$ cat src/rtl/register_file_bank.sv
// -----------------------------------------------------------------------------
// register_file_bank
//   General-purpose register storage for the frost32 core.
//   - 3 registered read ports (A/B/C), read latency of one clock.
//   - 1 write port, driven by writeback.
//   - r0 is hard-wired to zero: writes to it are discarded and reads return 0.
//   - A clear sequencer zeroes every entry, one entry per clock. It runs after
//     reset and again whenever clear_req is pulsed while idle.
//
// Configuration macro:
//   REG_FILE_BYPASS_EN  defined   -> write-first: a read whose select matches
//                                     an accepted same-edge write returns
//                                     write_data.
//                       undefined -> read-first: such a read returns the
//                                     pre-write value.
//
// Ports:
//   clk            in   clock, all state updates on posedge
//   rst_n          in   asynchronous active-low reset
//   read_sel_ra/rb/rc  in   read selects for ports A/B/C
//   write_sel      in   write select
//   write_data     in   write data
//   write_en       in   write request, sampled on posedge
//   clear_req      in   one-cycle pulse that starts a soft clear of all entries
//   read_data_ra/rb/rc out  registered read data for ports A/B/C
//   busy           out  high while the clear sequence runs (mirrors FSM state)
//   write_dropped  out  one-cycle pulse: a write_en was ignored
//
// Handshake: write_en has no ready. It is a request sampled on each posedge.
//   It is accepted when the bank is READY, clear_req is low and write_sel is
//   nonzero. A write refused because of clearing or clear_req is reported by a
//   one-cycle write_dropped pulse. Writes to r0 are discarded silently.
// -----------------------------------------------------------------------------
module register_file_bank #(
  parameter int SEL_WIDTH  = 4,
  parameter int DATA_WIDTH = 32
) (
  input  logic                  clk,
  input  logic                  rst_n,
  input  logic [SEL_WIDTH-1:0]  read_sel_ra,
  input  logic [SEL_WIDTH-1:0]  read_sel_rb,
  input  logic [SEL_WIDTH-1:0]  read_sel_rc,
  input  logic [SEL_WIDTH-1:0]  write_sel,
  input  logic [DATA_WIDTH-1:0] write_data,
  input  logic                  write_en,
  input  logic                  clear_req,
  output logic [DATA_WIDTH-1:0] read_data_ra,
  output logic [DATA_WIDTH-1:0] read_data_rb,
  output logic [DATA_WIDTH-1:0] read_data_rc,
  output logic                  busy,
  output logic                  write_dropped
);

  localparam int ENTRIES = 2 ** SEL_WIDTH;

  typedef enum logic {
    CLEARING = 1'b0,
    READY    = 1'b1
  } state_t;

  state_t                 state_q, state_d;
  logic [SEL_WIDTH-1:0]   clear_idx_q, clear_idx_d;
  logic [DATA_WIDTH-1:0]  mem [ENTRIES];

  logic                   wr_accept;
  logic                   wr_drop;
  logic                   mem_we;
  logic [SEL_WIDTH-1:0]   mem_waddr;
  logic [DATA_WIDTH-1:0]  mem_wdata;
  logic [DATA_WIDTH-1:0]  rd_a_d, rd_b_d, rd_c_d;

  // Value a read port registers on this edge. Clearing and r0 force zero.
  function automatic logic [DATA_WIDTH-1:0] read_value(input logic [SEL_WIDTH-1:0] sel);
    logic [DATA_WIDTH-1:0] v;
    v = '0;
    if (state_q == READY && sel != '0) begin
`ifdef REG_FILE_BYPASS_EN
      if (wr_accept && sel == write_sel) v = write_data;
      else                               v = mem[sel];
`else
      v = mem[sel];
`endif
    end
    return v;
  endfunction

  // Next-state, clear sweep and write-port steering.
  always_comb begin
    state_d     = state_q;
    clear_idx_d = clear_idx_q;
    wr_accept   = 1'b0;
    wr_drop     = 1'b0;
    mem_we      = 1'b0;
    mem_waddr   = '0;
    mem_wdata   = '0;

    case (state_q)
      CLEARING: begin
        mem_we      = 1'b1;
        mem_waddr   = clear_idx_q;
        clear_idx_d = clear_idx_q + 1'b1;     // wraps to 0 after the last entry
        wr_drop     = write_en;
        if (clear_idx_q == {SEL_WIDTH{1'b1}}) state_d = READY;
      end
      READY: begin
        if (clear_req) begin
          // clear_req beats a same-cycle write; the write is reported dropped.
          state_d     = CLEARING;
          clear_idx_d = '0;
          wr_drop     = write_en;
        end else if (write_en && write_sel != '0) begin
          wr_accept = 1'b1;
          mem_we    = 1'b1;
          mem_waddr = write_sel;
          mem_wdata = write_data;
        end
      end
      default: state_d = CLEARING;
    endcase

    rd_a_d = read_value(read_sel_ra);
    rd_b_d = read_value(read_sel_rb);
    rd_c_d = read_value(read_sel_rc);
  end

  always_ff @(posedge clk or negedge rst_n) begin
    if (!rst_n) begin
      state_q       <= CLEARING;
      clear_idx_q   <= '0;
      read_data_ra  <= '0;
      read_data_rb  <= '0;
      read_data_rc  <= '0;
      write_dropped <= 1'b0;
    end else begin
      state_q       <= state_d;
      clear_idx_q   <= clear_idx_d;
      read_data_ra  <= rd_a_d;
      read_data_rb  <= rd_b_d;
      read_data_rc  <= rd_c_d;
      write_dropped <= wr_drop;
    end
  end

  // Storage has no reset; the clear sweep initialises it.
  always_ff @(posedge clk) begin
    if (mem_we) mem[mem_waddr] <= mem_wdata;
  end

  assign busy = (state_q == CLEARING);

endmodule

$ cat config.mk
export PLATFORM = sky130hd
export DESIGN_NAME = register_file_bank
export DESIGN_NICKNAME = d
export VERILOG_FILES = /design/src/rtl/register_file_bank.sv
export SDC_FILE = /design/constraint.sdc
export NUM_CORES = 1
export LEC_CHECK = 0
export BUFFER_PORTS_ARGS = -buffer_cell sky130_fd_sc_hd__buf_4
export CAP_MARGIN = 20
export CORE_MARGIN = 2
export CORE_UTILIZATION = 50
export DETAILED_ROUTE_END_ITERATION = 8
export GPL_TIMING_DRIVEN = 1
export PLACE_DENSITY = 0.77
export SKIP_LAST_GASP = 1
export SLEW_MARGIN = 15
export SYNTH_ARGS = -nofsm -noshare
export SYNTH_HDL_FRONTEND = slang
export SYNTH_SLANG_ARGS = --single-unit
$ cat constraint.sdc
create_clock -name clk -period 4.2 [get_ports clk]
set_input_delay 0.21 -clock clk [delete_from_list [all_inputs] [get_ports clk]]
set_output_delay 0.21 -clock clk [all_outputs]
set_load 0.005 [all_outputs]
==> impl_metrics.xml <==
<?xml version="1.0" encoding="UTF-8"?>
<metrics>
  <group name="run_status">
    <metric name="outcome" unit="">finished clean</metric>
  </group>
  <group name="critical_path">
    <metric name="timing.critical_path.from" unit="">state_q</metric>
    <metric name="worst_path_largest_cell_delay" unit="ns">1.01</metric>
    <metric name="wp_data_required" unit="ns">4.67</metric>
    <metric name="critPathMostFrequentCell" unit="">sky130_fd_sc_hd__buf_4</metric>
    <metric name="reg2reg_setup_slack" unit="ns">1.26</metric>
    <metric name="critPathKind" unit="">flop to flop</metric>
    <metric name="cp_data_arrival_time" unit="ns">3.41</metric>
    <metric name="start_kind" unit="">flop</metric>
    <metric name="critPathSlowestCell" unit="">sky130_fd_sc_hd__nand4bb_2</metric>
    <metric name="crit_end" unit="">read_data_rb[11]</metric>
    <metric name="kind_of_end_point_of_the_critical_path" unit="">flop</metric>
    <metric name="rr_startpoint" unit="">state_q</metric>
    <metric name="crit_path_cell_trace" unit="">buf_4 &gt; nand4bb_2 &gt; buf_4 &gt; o22ai_1 &gt; nor2_1 &gt; o211ai_1</metric>
    <metric name="r2r_cells" unit="">6</metric>
    <metric name="r2r-end" unit="">read_data_rb[11]</metric>
    <metric name="crit_path_max_fanout" unit="">27</metric>
  </group>
  <group name="global_routing">
    <metric name="antenna_violations_before_repair" unit="">1</metric>
    <metric name="global_route.usage.total" unit="%">31.9</metric>
    <metric name="grt_start_max_net_pins" unit="">95</metric>
    <metric name="grt_first_pass_wirelength" unit="mm">139</metric>
    <metric name="grt-ovfl-total" unit="">0</metric>
    <metric name="first_global_vias" unit="">21200</metric>
  </group>
  <group name="synth">
    <metric name="synth-seq-cells" unit="">582</metric>
    <metric name="syn_avg_cell_area" unit="sq um">13.5</metric>
    <metric name="synth_cell_types" unit="">45</metric>
    <metric name="synth_warnings" unit="">0</metric>
    <metric name="mappedNetlistNets" unit="">2205</metric>
    <metric name="synthCells" unit="">2152</metric>
    <metric name="synth_top_cell_by_area" unit="">sky130_fd_sc_hd__edfxtp_1</metric>
    <metric name="synthDominantCellAreaShare" unit="%">49.7</metric>
    <metric name="post_synth_instance_area" unit="sq um">29000</metric>
    <metric name="asyncSetResetFlopFracSynth" unit="%">17.5</metric>
    <metric name="synth_enable_flop_cells" unit="">480</metric>
    <metric name="synth_common_cells" unit="">sky130_fd_sc_hd__mux2i_1, sky130_fd_sc_hd__edfxtp_1, sky130_fd_sc_hd__o22ai_1, sky130_fd_sc_hd__dfrtp_1, sky130_fd_sc_hd__nor2_1</metric>
    <metric name="synth_flop_cell" unit="">sky130_fd_sc_hd__edfxtp_1</metric>
    <metric name="synth_seq_area_share" unit="%">58.5</metric>
    <metric name="synth_top_cells_by_area" unit="">sky130_fd_sc_hd__edfxtp_1, sky130_fd_sc_hd__mux2i_1, sky130_fd_sc_hd__dfrtp_1, sky130_fd_sc_hd__o22ai_1, sky130_fd_sc_hd__buf_2</metric>
    <metric name="yosysMostFrequentCell" unit="">sky130_fd_sc_hd__mux2i_1</metric>
  </group>
  <group name="cts">
    <metric name="root_buffer_cell" unit="">sky130_fd_sc_hd__clkbuf_16</metric>
    <metric name="cts.sinks" unit="">582</metric>
    <metric name="htree_num_levels" unit="">2</metric>
    <metric name="cts-buffers-inserted" unit="">58</metric>
    <metric name="cts_max_path_buffers" unit="">3</metric>
    <metric name="cts_tree" unit="">yes</metric>
    <metric name="clk_pin_slew_worst_paths" unit="ns">0.06</metric>
    <metric name="clock_latency" unit="ns">0.64</metric>
  </group>
  <group name="timing">
    <metric name="skew" unit="ns">0.0152</metric>
    <metric name="final-max-slew-violation-count" unit="">0</metric>
    <metric name="report.final.setup_viol" unit="">0</metric>
    <metric name="period_needed" unit="ns">2.94</metric>
    <metric name="unrepaired_setup_endpoints_after_global_routing" unit="">false</metric>
    <metric name="final_hold_viol_count" unit="">0</metric>
    <metric name="postLayoutSetupSlackWorst" unit="ns">1.26</metric>
    <metric name="max_slew_margin" unit="%">17.3</metric>
    <metric name="fin_tns_setup" unit="ns">0</metric>
    <metric name="fmax" unit="GHz">0.340</metric>
    <metric name="final_min_period_over_clock_period" unit="%">70.0</metric>
    <metric name="timing_worst_slew_pin_value" unit="ns">1.24</metric>
  </group>
  <group name="pwr">
    <metric name="power.share.clock" unit="%">30.8</metric>
    <metric name="power.static_leakage" unit="uW">0.0133</metric>
    <metric name="netSwitchingPower" unit="uW">5320</metric>
    <metric name="internal_power" unit="uW">11900</metric>
    <metric name="power_density" unit="nW/um^2">521</metric>
    <metric name="peakVddDrop" unit="mV">0.391</metric>
    <metric name="combPwrFrac" unit="%">21.0</metric>
    <metric name="sw_frac_of_total" unit="%">31.0</metric>
    <metric name="power" unit="uW">17200</metric>
    <metric name="seq_power_share" unit="%">48.2</metric>
  </group>
  <group name="drt">
    <metric name="wl_per_cell" unit="um">31.8</metric>
    <metric name="drc_errors" unit="">0</metric>
    <metric name="dr.pass1.iters" unit="">9</metric>
    <metric name="vias" unit="">21600</metric>
    <metric name="first_iter_violations" unit="">2944</metric>
    <metric name="detail_route.wirelength" unit="mm">97.7</metric>
    <metric name="drt-vias-per-instance" unit="">7.03</metric>
    <metric name="final_antenna_net_count" unit="">0</metric>
  </group>
  <group name="hold_path">
    <metric name="min_delay_path_depth" unit="">5</metric>
    <metric name="min-delay-path-class" unit="">input port to flop</metric>
  </group>
  <group name="floorplan">
    <metric name="coreArea" unit="sq um">57600</metric>
    <metric name="die_w" unit="um">245</metric>
    <metric name="number_of_rows_created_at_floorplan" unit="">88</metric>
    <metric name="ioPinCount" unit="">150</metric>
    <metric name="total_die_area" unit="sq um">60000</metric>
    <metric name="initial_core_util" unit="%">50.4</metric>
    <metric name="dieHeight" unit="um">245</metric>
  </group>
  <group name="finish">
    <metric name="fin_nets" unit="">2308</metric>
    <metric name="synthToLayoutAreaGrowth" unit="%">13.6</metric>
    <metric name="antenna_cells" unit="">0</metric>
    <metric name="fraction_of_layout_cells_with_a_size_suffix_above_1" unit="%">15.7</metric>
  </group>
  <group name="placement">
    <metric name="dp_slack" unit="ns">1.31</metric>
    <metric name="io_buffer_count" unit="">149</metric>
    <metric name="globalplace.congestion" unit="">0.917</metric>
    <metric name="detailedPlacementHpwl" unit="mm">55.0</metric>
  </group>
  <group name="job">
    <metric name="cap_viol_max_count" unit="">0</metric>
  </group>
</metrics>
power by group through the flow:
stage	Combinational, uW	Sequential [uW]	Clock, uW
2_1_floorplan	1910	8180	0
3_3_place_gp	3450	8300	0
3_5_place_dp	3510	8370	0
4_1_cts	3530	8260	5320
5_1_grt	3740	8390	5540
6_report	3610	8290	5290
stage by stage:
stage               instance area (sq um)  hold WS, ns  util, %  cells
global route                        33000        0.162     57.3   3070
floorplan                           29000      -0.0856        -   2152
detailed placement                  31000        0.350     53.8   2955
global placement                    31000        0.343     53.8   2955
CTS                                 33000        0.126     57.2   3069
finish                              33000        0.148     57.3   3070
flip-flops by register name, indices dropped and copies added (netlist names):
register and count:
read_data_rc 32, mem 480, write_dropped 1, state_q 1, read_data_ra 32, clear_idx_q 4
read_data_rb 32
critical path, delay by kind of cell, from the launching register on:
family                 cells  cell delay, ns
DFF                        1            0.37
buffers and inverters      2            0.93
and+or+nand+nor            2            1.07
AOI/OAI and AO/OA          2            0.38
what timing repair did:
item	CTS	global route
gates resized for setup	0	0
hold buffers	4	0
endpoints found under the setup margin	0	0
hold endpoints to repair	48	0
setup buffers	0	0
placed cells by master, fill, tap and decap left out, types with 3 or more instances in the layout:
cell type	n
sky130_fd_sc_hd__a211oi_1	33
sky130_fd_sc_hd__a21oi_1	35
sky130_fd_sc_hd__a22oi_1	31
sky130_fd_sc_hd__and2_1	33
sky130_fd_sc_hd__buf_12	10
sky130_fd_sc_hd__buf_4	198
sky130_fd_sc_hd__buf_6	4
sky130_fd_sc_hd__bufinv_16	5
sky130_fd_sc_hd__clkbuf_1	19
sky130_fd_sc_hd__clkbuf_16	58
sky130_fd_sc_hd__clkbuf_8	11
sky130_fd_sc_hd__clkinv_2	8
sky130_fd_sc_hd__clkinvlp_4	4
sky130_fd_sc_hd__dfrtp_1	102
sky130_fd_sc_hd__dlygate4sd3_1	4
sky130_fd_sc_hd__edfxtp_1	480
sky130_fd_sc_hd__mux2_2	31
sky130_fd_sc_hd__mux2i_1	641
sky130_fd_sc_hd__nand2_1	74
sky130_fd_sc_hd__nand3_2	3
sky130_fd_sc_hd__nand4_1	3
sky130_fd_sc_hd__nand4b_1	8
sky130_fd_sc_hd__nand4bb_2	4
sky130_fd_sc_hd__nor2_1	70
sky130_fd_sc_hd__nor2_4	15
sky130_fd_sc_hd__nor4_1	31
sky130_fd_sc_hd__o211ai_1	31
sky130_fd_sc_hd__o21ai_0	3
sky130_fd_sc_hd__o22a_1	31
sky130_fd_sc_hd__o22ai_1	256
sky130_fd_sc_hd__or4_1	33
cells by family after synthesis:
| logic type | after synthesis | share of synthesized area (%) |
|---|---|---|
| adder cells (fa/ha/maj) | 1 | 0.0431 |
| buffers and inverters | 176 | 3.14 |
| XOR/XNOR | 1 | 0.0302 |
| AO/OA/AOI/OAI | 432 | 9.91 |
| multiplexers | 672 | 23.3 |
| flip-flops | 582 | 58.5 |
| AND/OR/NAND/NOR | 288 | 5.12 |
area by class of cell:
type / count / area [sq um]
fill: 4452 / 24600
sequential: 582 / 17000
clock inverter: 22 / 262
multi-input combinational: 1394 / 11300
tap: 765 / 957
timing repair buffer: 217 / 1790
clock buffer: 88 / 1670
inverter: 2 / 7.51
worst min path at each step:
stage                        start          endpoint  slack (ns)
global route        read_sel_rc[1]   read_data_rc[2]        0.16
finish              read_sel_rc[1]   read_data_rc[2]        0.15
CTS                 read_sel_rc[1]   read_data_rc[2]        0.13
detailed placement           rst_n  read_data_ra[23]        0.35
floorplan                    rst_n    clear_idx_q[0]       -0.09
global placement             rst_n  read_data_ra[23]        0.34
per-layer routing:
| layer | GRT usage (%) | part of all wire, % |
|---|---|---|
| met1 | 41.7 | 36 |
| met2 | 48.4 | 44 |
| met4 | 20.7 | 7.6 |
| met5 | 0 | 0 |
| met3 | 6.67 | 13 |
(Power assumes the default switching activity.)
